<file path="src/rtl/hafsa_sopc_cpu_oci_dtrace_ctrl_pkg.sv">
// Shared types and constants for the OCI data-trace capture controller.
// Latency: n/a (package only).
// Backpressure: n/a (package only).
package hafsa_sopc_cpu_oci_dtrace_pkg;

    localparam int BUF_SLOTS = 15;
    localparam int BUF_W     = 2 * BUF_SLOTS;
    localparam int COUNT_W   = 4;
    localparam int TW_DATA_W = 34;
    localparam int ATOM_W    = 6;

    typedef enum logic [1:0] {
        IDLE    = 2'd0,
        RUN     = 2'd1,
        FLUSH   = 2'd2,
        STOPPED = 2'd3
    } state_t;

    // Keeps only the payload bits that belong to an atom of the given size.
    function automatic logic [ATOM_W-1:0] atom_mask(input logic [1:0] slots);
        case (slots)
            2'd1:    return 6'h03;
            2'd2:    return 6'h0F;
            2'd3:    return 6'h3F;
            default: return 6'h00;
        endcase
    endfunction

endpackage

</file>
<file path="src/rtl/hafsa_sopc_cpu_oci_dtrace_ctrl_if.sv">
// Atom input channel and trace RAM write port of the data-trace controller.
// Latency: n/a (signal bundle only).
// Backpressure: atom_valid/atom_ready handshake; tw_req held until tw_ack.
// Ports: master = controller side, slave = atom source plus trace RAM side.
interface hafsa_sopc_cpu_oci_dtrace_ctrl_if #(
    parameter int TRACE_ADDR_W = 7
);
    logic                                            atom_valid;
    logic [hafsa_sopc_cpu_oci_dtrace_pkg::ATOM_W-1:0] atom_data;
    logic [1:0]                                      atom_slots;
    logic                                            atom_ready;

    logic                                               tw_req;
    logic [TRACE_ADDR_W-1:0]                            tw_addr;
    logic [hafsa_sopc_cpu_oci_dtrace_pkg::TW_DATA_W-1:0] tw_data;
    logic                                               tw_ack;

    modport master (
        input  atom_valid, atom_data, atom_slots, tw_ack,
        output atom_ready, tw_req, tw_addr, tw_data
    );

    modport slave (
        output atom_valid, atom_data, atom_slots, tw_ack,
        input  atom_ready, tw_req, tw_addr, tw_data
    );
endinterface

</file>
<file path="src/rtl/hafsa_sopc_cpu_oci_dtrace_ctrl_wr.sv">
// Hold register and trace RAM write handshake with address counter and wrap flag.
// Latency: a commit drives tw_req the cycle after it is loaded.
// Backpressure: hold stays valid (tw_addr/tw_data frozen) until tw_ack.
// Ports: clk/reset, clear (start of a new trace), commit_vld/commit_dat in,
//        tw_* write port, trc_wrapped, last_done (last address acked).
module hafsa_sopc_cpu_oci_dtrace_wr
    import hafsa_sopc_cpu_oci_dtrace_pkg::*;
#(
    parameter int TRACE_ADDR_W = 7
) (
    input  logic                    clk,
    input  logic                    reset,
    input  logic                    clear,
    input  logic                    commit_vld,
    input  logic [TW_DATA_W-1:0]    commit_dat,
    input  logic                    tw_ack,
    output logic                    hold_vld,
    output logic [TRACE_ADDR_W-1:0] tw_addr,
    output logic [TW_DATA_W-1:0]    tw_data,
    output logic                    trc_wrapped,
    output logic                    last_done
);
    logic ack_take;
    logic at_last;

    assign ack_take  = hold_vld && tw_ack;
    assign at_last   = &tw_addr;
    assign last_done = ack_take && at_last;

    always_ff @(posedge clk or posedge reset) begin
        if (reset) begin
            hold_vld    <= 1'b0;
            tw_data     <= '0;
            tw_addr     <= '0;
            trc_wrapped <= 1'b0;
        end else begin
            // A new commit wins over the ack so hold can reload back-to-back.
            if (commit_vld) begin
                hold_vld <= 1'b1;
                tw_data  <= commit_dat;
            end else if (ack_take) begin
                hold_vld <= 1'b0;
            end

            if (clear) begin
                tw_addr     <= '0;
                trc_wrapped <= 1'b0;
            end else if (ack_take) begin
                tw_addr <= tw_addr + 1'b1;
                if (at_last) begin
                    trc_wrapped <= 1'b1;
                end
            end
        end
    end
endmodule

</file>
<file path="src/rtl/hafsa_sopc_cpu_oci_dtrace_ctrl.sv">
// OCI data-trace controller: packs 1..3-slot atoms into dct_buffer and commits buffers to trace RAM.
// Latency: a filled or flushed buffer reaches tw_req one cycle after the commit decision.
// Backpressure: atom_ready drops while the hold register is busy and the buffer might overflow.
// Ports: clk/reset, trc_on/trc_wrap/flush controls, bus (atom channel + write port),
//        dct_buffer/dct_count packing view, trc_wrapped/trc_stopped/trc_busy status.
module hafsa_sopc_cpu_oci_dtrace_ctrl
    import hafsa_sopc_cpu_oci_dtrace_pkg::*;
#(
    parameter int TRACE_ADDR_W = 7
) (
    input  logic                              clk,
    input  logic                              reset,
    input  logic                              trc_on,
    input  logic                              trc_wrap,
    input  logic                              flush,
    hafsa_sopc_cpu_oci_dtrace_ctrl_if.master  bus,
    output logic [BUF_W-1:0]                  dct_buffer,
    output logic [COUNT_W-1:0]                dct_count,
    output logic                              trc_wrapped,
    output logic                              trc_stopped,
    output logic                              trc_busy
);
    state_t               state, state_nxt;
    logic [BUF_W-1:0]     buf_q, buf_nxt;
    logic [COUNT_W-1:0]   cnt_q, cnt_nxt;
    logic                 pulse_q, pulse_nxt;

    logic                 hold_vld;
    logic                 last_done;
    logic                 commit_vld;
    logic [TW_DATA_W-1:0] commit_dat;
    logic                 clear;
    logic                 accept;
    logic [COUNT_W:0]     sum;
    logic [BUF_W-1:0]     atom_bits;
    logic [BUF_W-1:0]     shifted;

    // With count <= 11 no legal atom can fill the buffer, so accepting while
    // hold is busy can never need a second commit.
    assign bus.atom_ready = (state == RUN) && (!hold_vld || cnt_q <= 4'd11);
    assign accept         = bus.atom_valid && bus.atom_ready && (bus.atom_slots != 2'd0);

    assign sum       = {1'b0, cnt_q} + {3'b000, bus.atom_slots};
    assign atom_bits = {{(BUF_W-ATOM_W){1'b0}}, bus.atom_data & atom_mask(bus.atom_slots)};
    assign shifted   = (buf_q << {bus.atom_slots, 1'b0}) | atom_bits;

    always_comb begin
        state_nxt  = state;
        buf_nxt    = buf_q;
        cnt_nxt    = cnt_q;
        pulse_nxt  = pulse_q;
        commit_vld = 1'b0;
        commit_dat = '0;
        clear      = 1'b0;
        case (state)
            IDLE: begin
                if (trc_on) begin
                    state_nxt = RUN;
                    clear     = 1'b1;
                    buf_nxt   = '0;
                    cnt_nxt   = '0;
                end
            end
            RUN: begin
                if (accept) begin
                    if (sum < (COUNT_W+1)'(BUF_SLOTS)) begin
                        buf_nxt = shifted;
                        cnt_nxt = sum[COUNT_W-1:0];
                    end else if (sum == (COUNT_W+1)'(BUF_SLOTS)) begin
                        commit_vld = 1'b1;
                        commit_dat = {COUNT_W'(BUF_SLOTS), shifted};
                        buf_nxt    = '0;
                        cnt_nxt    = '0;
                    end else begin
                        // Atom does not fit: ship the old buffer, start afresh with the atom.
                        commit_vld = 1'b1;
                        commit_dat = {cnt_q, buf_q};
                        buf_nxt    = atom_bits;
                        cnt_nxt    = {2'b00, bus.atom_slots};
                    end
                end
                // A full RAM without wrap ends the trace even if a flush arrives together.
                if (last_done && !trc_wrap) begin
                    state_nxt = STOPPED;
                end else if (flush || !trc_on) begin
                    state_nxt = FLUSH;
                    pulse_nxt = flush;
                end
            end
            FLUSH: begin
                if (!hold_vld) begin
                    if (cnt_q != '0) begin
                        commit_vld = 1'b1;
                        commit_dat = {cnt_q, buf_q};
                        buf_nxt    = '0;
                        cnt_nxt    = '0;
                    end else begin
                        state_nxt = (trc_on && pulse_q) ? RUN : IDLE;
                    end
                end
            end
            STOPPED: begin
                if (!trc_on) begin
                    state_nxt = IDLE;
                end
            end
            default: state_nxt = IDLE;
        endcase
    end

    always_ff @(posedge clk or posedge reset) begin
        if (reset) begin
            state   <= IDLE;
            buf_q   <= '0;
            cnt_q   <= '0;
            pulse_q <= 1'b0;
        end else begin
            state   <= state_nxt;
            buf_q   <= buf_nxt;
            cnt_q   <= cnt_nxt;
            pulse_q <= pulse_nxt;
        end
    end

    hafsa_sopc_cpu_oci_dtrace_wr #(
        .TRACE_ADDR_W (TRACE_ADDR_W)
    ) u_wr (
        .clk         (clk),
        .reset       (reset),
        .clear       (clear),
        .commit_vld  (commit_vld),
        .commit_dat  (commit_dat),
        .tw_ack      (bus.tw_ack),
        .hold_vld    (hold_vld),
        .tw_addr     (bus.tw_addr),
        .tw_data     (bus.tw_data),
        .trc_wrapped (trc_wrapped),
        .last_done   (last_done)
    );

    assign bus.tw_req  = hold_vld;
    assign dct_buffer  = buf_q;
    assign dct_count   = cnt_q;
    assign trc_stopped = (state == STOPPED);
    assign trc_busy    = (state == RUN) || (state == FLUSH);
endmodule

</file>
<file path="src/flat_wrapper.sv">
// flat-port wrapper written by rule: the top's interface ports become plain ports
module hafsa_sopc_cpu_oci_dtrace_ctrl_flat import hafsa_sopc_cpu_oci_dtrace_pkg::*;
#(
    parameter int TRACE_ADDR_W = 7
)
  (clk, reset, trc_on, trc_wrap, flush, dct_buffer, dct_count, trc_wrapped, trc_stopped, trc_busy, bus_atom_valid, bus_atom_data, bus_atom_slots, bus_tw_ack, bus_atom_ready, bus_tw_req, bus_tw_addr, bus_tw_data);
  hafsa_sopc_cpu_oci_dtrace_ctrl_if #(.TRACE_ADDR_W(TRACE_ADDR_W)) bus_i ();
  input  logic clk;
  input  logic reset;
  input  logic trc_on;
  input  logic trc_wrap;
  input  logic flush;
  output logic [BUF_W-1:0] dct_buffer;
  output logic [COUNT_W-1:0] dct_count;
  output logic trc_wrapped;
  output logic trc_stopped;
  output logic trc_busy;
  input wire logic [$bits(bus_i.atom_valid)-1:0] bus_atom_valid;
  input wire logic [$bits(bus_i.atom_data)-1:0] bus_atom_data;
  input wire logic [$bits(bus_i.atom_slots)-1:0] bus_atom_slots;
  input wire logic [$bits(bus_i.tw_ack)-1:0] bus_tw_ack;
  output wire logic [$bits(bus_i.atom_ready)-1:0] bus_atom_ready;
  output wire logic [$bits(bus_i.tw_req)-1:0] bus_tw_req;
  output wire logic [$bits(bus_i.tw_addr)-1:0] bus_tw_addr;
  output wire logic [$bits(bus_i.tw_data)-1:0] bus_tw_data;
  assign bus_i.atom_valid = bus_atom_valid;
  assign bus_i.atom_data = bus_atom_data;
  assign bus_i.atom_slots = bus_atom_slots;
  assign bus_i.tw_ack = bus_tw_ack;
  assign bus_atom_ready = bus_i.atom_ready;
  assign bus_tw_req = bus_i.tw_req;
  assign bus_tw_addr = bus_i.tw_addr;
  assign bus_tw_data = bus_i.tw_data;
  hafsa_sopc_cpu_oci_dtrace_ctrl #(.TRACE_ADDR_W(TRACE_ADDR_W)) u_core (.clk(clk), .reset(reset), .trc_on(trc_on), .trc_wrap(trc_wrap), .flush(flush), .bus(bus_i), .dct_buffer(dct_buffer), .dct_count(dct_count), .trc_wrapped(trc_wrapped), .trc_stopped(trc_stopped), .trc_busy(trc_busy));
endmodule
</file>
<file path="config.mk">
export PLATFORM = sky130hd
export DESIGN_NAME = hafsa_sopc_cpu_oci_dtrace_ctrl_flat
export DESIGN_NICKNAME = d
export VERILOG_FILES = /design/src/rtl/hafsa_sopc_cpu_oci_dtrace_ctrl_pkg.sv /design/src/rtl/hafsa_sopc_cpu_oci_dtrace_ctrl_if.sv /design/src/rtl/hafsa_sopc_cpu_oci_dtrace_ctrl_wr.sv /design/src/rtl/hafsa_sopc_cpu_oci_dtrace_ctrl.sv /design/src/flat_wrapper.sv
export SDC_FILE = /design/constraint.sdc
export NUM_CORES = 1
export LEC_CHECK = 0
export ABC_AREA = 1
export BUFFER_PORTS_ARGS = -buffer_cell sky130_fd_sc_hd__buf_4
export CORE_UTILIZATION = 35
export CTS_CLUSTER_DIAMETER = 40
export DETAILED_ROUTE_END_ITERATION = 8
export PLACE_DENSITY_LB_ADDON = 0.1
export SLEW_MARGIN = 20
export SYNTH_ARGS = -nofsm -noshare
export SYNTH_HDL_FRONTEND = slang
export SYNTH_HIERARCHICAL = 1
export SYNTH_SLANG_ARGS = --single-unit
</file>
<file path="constraint.sdc">
create_clock -name clk -period 4.46 [get_ports clk]
set_input_delay 0.223 -clock clk [delete_from_list [all_inputs] [get_ports clk]]
set_output_delay 0.223 -clock clk [all_outputs]
set_load 0.05 [all_outputs]
</file>
==> impl_metrics.yaml <==
hold_path:
  hp-class: "in -> async"
global_routing:
  grt_max_degree: 58
  antenna_found_initial: 0
  grt_pass1_wl_mm: 25.8
  grt_overflow: 0
  grt_pass1_vias: 5016
  track_usage_pct: 21.8
outcome:
  status: "complete, no violations"
placed_design:
  io_buffer_count: 94
  hpwl_mm: 10.9
  gp_congestion: 0.868
  dpl-instance-area_um2: 5930
setup_path:
  critPathMaxStageDelay_ps: 660
  critical_path_arrival_ps: 3190
  worstSetupStartpointType: "register"
  worstPathRequired_ps: 4740
  setup.worst_path.end: "u_core/u_wr/tw_data[7]"
  slowest_stage: "nor2_4"
  end_kind: "register"
  crit_type: "reg -> reg"
  r2r_end: "u_core/u_wr/tw_data[7]"
  crit_path_start: "u_core/dct_count[0]"
  r2r-start: "u_core/dct_count[0]"
  rr_worst_depth: 11
  r2r_slack_ps: 1550
  crit_top_cell: "nand2_1"
  crit_chain: "ha_1, fa_1, nand2_1, nand4_1, nor2_4, nand2_1, nand2_1, nand2_1, a21oi_1, nand2_1, nand2_1"
  crit_fanout: 33
final_layout:
  final_common_cell: "nand2_1"
  syn_to_final_growth_pct: 19.6
  final_cell_mix: "nand2_1, buf_4, dfrtp_1, o21ai_0, inv_1"
  final_util_pct: 42.8
  stdcell_area_um2: 6200
  fill_cells: 1567
  diodes: 0
  drive_gt1_share_pct: 16.2
  final_nets: 870
detailed_routing:
  drt-pass1-iter-count: 7
  drc: 0
  ant_nets: 0
  top_layer: "met4"
  met3_length_um: 980
  wl_met1_mm: 7.63
  wl_per_cell_um: 15.1
  met2_length_mm: 6.74
  avgViaCountPerCell: 4.99
  wl_mm: 15.6
  vias: 5168
  drt-initial-drc-count: 367
synth:
  yosysUniqueCellTypes: 35
  yosys_register_bits: 80
  netlist_instances: 778
  yosysSeqAreaShare_pct: 38.6
  syn_area_um2: 5180
  synth_nets: 802
  synth_area_per_cell_um2: 6.66
  yosys_warnings: 6
die:
  dieArea_um2: 15300
  fp.coreArea_um2: 14500
  fp.dieW_um: 124
  row_count: 44
  start_util_pct: 35.8
  fp.dieH_um: 124
  io_pins: 95
clock_network:
  clock_path_buffers: 2
  postCtsSetupBuffers: 0
  clk_pin_slew_worst_paths_ps: 60
  cts_sinks: 80
  hold_buffers: 0
  cts_made_buffers: 9
  ctsHtreeMaxLevel: 3
  insertion_delay_ps: 350
  postCtsResizedCells: 0
  cts-root-buf: "clkbuf_16"
  cts_tree: "done"
sta:
  tightest_slew_ps: 923
  final_max_slew_viol_count: 0
  post-route-min-period_ps: 2910
  finalCritPeriodShare_pct: 65.2
  hold_violations: 0
  maxClockFrequency_mhz: 344
  rsz0062_at_grt: "false"
  relSlewSlack_pct: 38.3
  setup_tns_ps: 0
  finalSetupViolCount: 0
  finClkSkew_ps: 7.93
power:
  power_leakage_uw: 0.00311
  ir_worst_vdd_uv: 226
  pwr_density_cell_nw_per_um2: 495
job:
  max-cap-violations: 0
how the worst min path moves through the flow:
stage | to | slack (ps) | depth (start not counted)
final | u_core/pulse_q | 2 | 3
after global routing | u_core/pulse_q | 70 | 3
after CTS | u_core/pulse_q | 30 | 3
after detailed placement | u_core/pulse_q | 400 | 3
after global placement | u_core/pulse_q | 400 | 3
after floorplan | u_core/u_wr/hold_vld | 330 | 1
cells by family after synthesis:
kind of cell	Yosys count	share of synthesized area (%)
fa+ha+maj	9	2.32
simple gates	447	35.7
buf+inv	107	9.49
compound gates	135	13.9
flops	80	38.6
flip-flops by register name, summed over array words and instances, names as in the netlist:
register	cells
u_core/u_wr/tw_addr	7
u_core/dct_buffer	30
u_core/u_wr/tw_data	34
u_core/state	2
u_core/dct_count	4
u_core/u_wr/hold_vld	1
u_core/pulse_q	1
u_core/u_wr/trc_wrapped	1
stage by stage:
stage | instances | setup WS (ps) | total power (uW) | hold WS (ps)
after CTS | 1035 | 1590 | 3090 | 32.5
after global placement | 1019 | 1550 | 2380 | 398
after detailed placement | 1019 | 1560 | 2390 | 401
final | 1035 | 1550 | 3070 | 1.82
after global routing | 1035 | 1330 | 3270 | 73.4
after floorplan | 778 | 1700 | 1980 | 331
cell type report:
type	instances	area [um^2]	area share (%)
clock buffers	12	246	3.97
clock inverters	4	30.0	0.484
inverters	62	233	3.75
multi-input cells	591	2700	43.5
flip-flops and latches	80	2000	32.3
well taps	184	230	3.71
repair buffers	102	766	12.3
critical path: cells and delay by family (launching register included):
family | cells | cell delay [ps]
simple gates | 8 | 1360
flops | 1 | 470
compound gates | 1 | 290
fa+ha+maj | 2 | 690
synth_stat cells:
cell	number	share of area (%)
ha_1	8	1.9
a31oi_1	1	0.12
clkbuf_1	9	0.65
nand2_4	1	0.22
inv_2	4	0.29
nor2_8	1	0.39
a21oi_1	45	4.3
buf_2	25	2.4
buf_4	3	0.43
nand3_2	2	0.39
a22o_1	1	0.17
o21ai_0	73	7.0
nand2_2	1	0.12
inv_1	58	4.2
o21ai_1	7	0.68
buf_6	6	1.3
fa_1	1	0.39
or2_2	2	0.24
o31ai_1	1	0.14
nand3_4	1	0.34
a21oi_4	2	0.63
a21oi_2	1	0.17
nand3b_1	1	0.14
o21bai_1	1	0.14
nand2_1	351	25
nor2_1	16	1.2
nand4_1	8	0.97
nor3_1	1	0.096
o211ai_1	3	0.43
and3_1	1	0.12
nor2_2	4	0.48
dfrtp_1	80	39
nor2_4	1	0.22
nand3_1	56	5.4
clkbuf_2	2	0.19
routing by layer:
metal | GRT usage [%] | vias up
met5 | 0 | -
met4 | 8.66 | 0
met3 | 3.43 | 19
met2 | 32.6 | 163
met1 | 31.2 | 2370
li1 | - | 2616
power breakdown:
group          switching (uW)  leakage, uW  internal, uW  total [uW]
Sequential                154      0.00110           834         988
Clock                     296     0.000133           393         689
Combinational            1030      0.00188           370        1400
(Power assumes the default switching activity.)
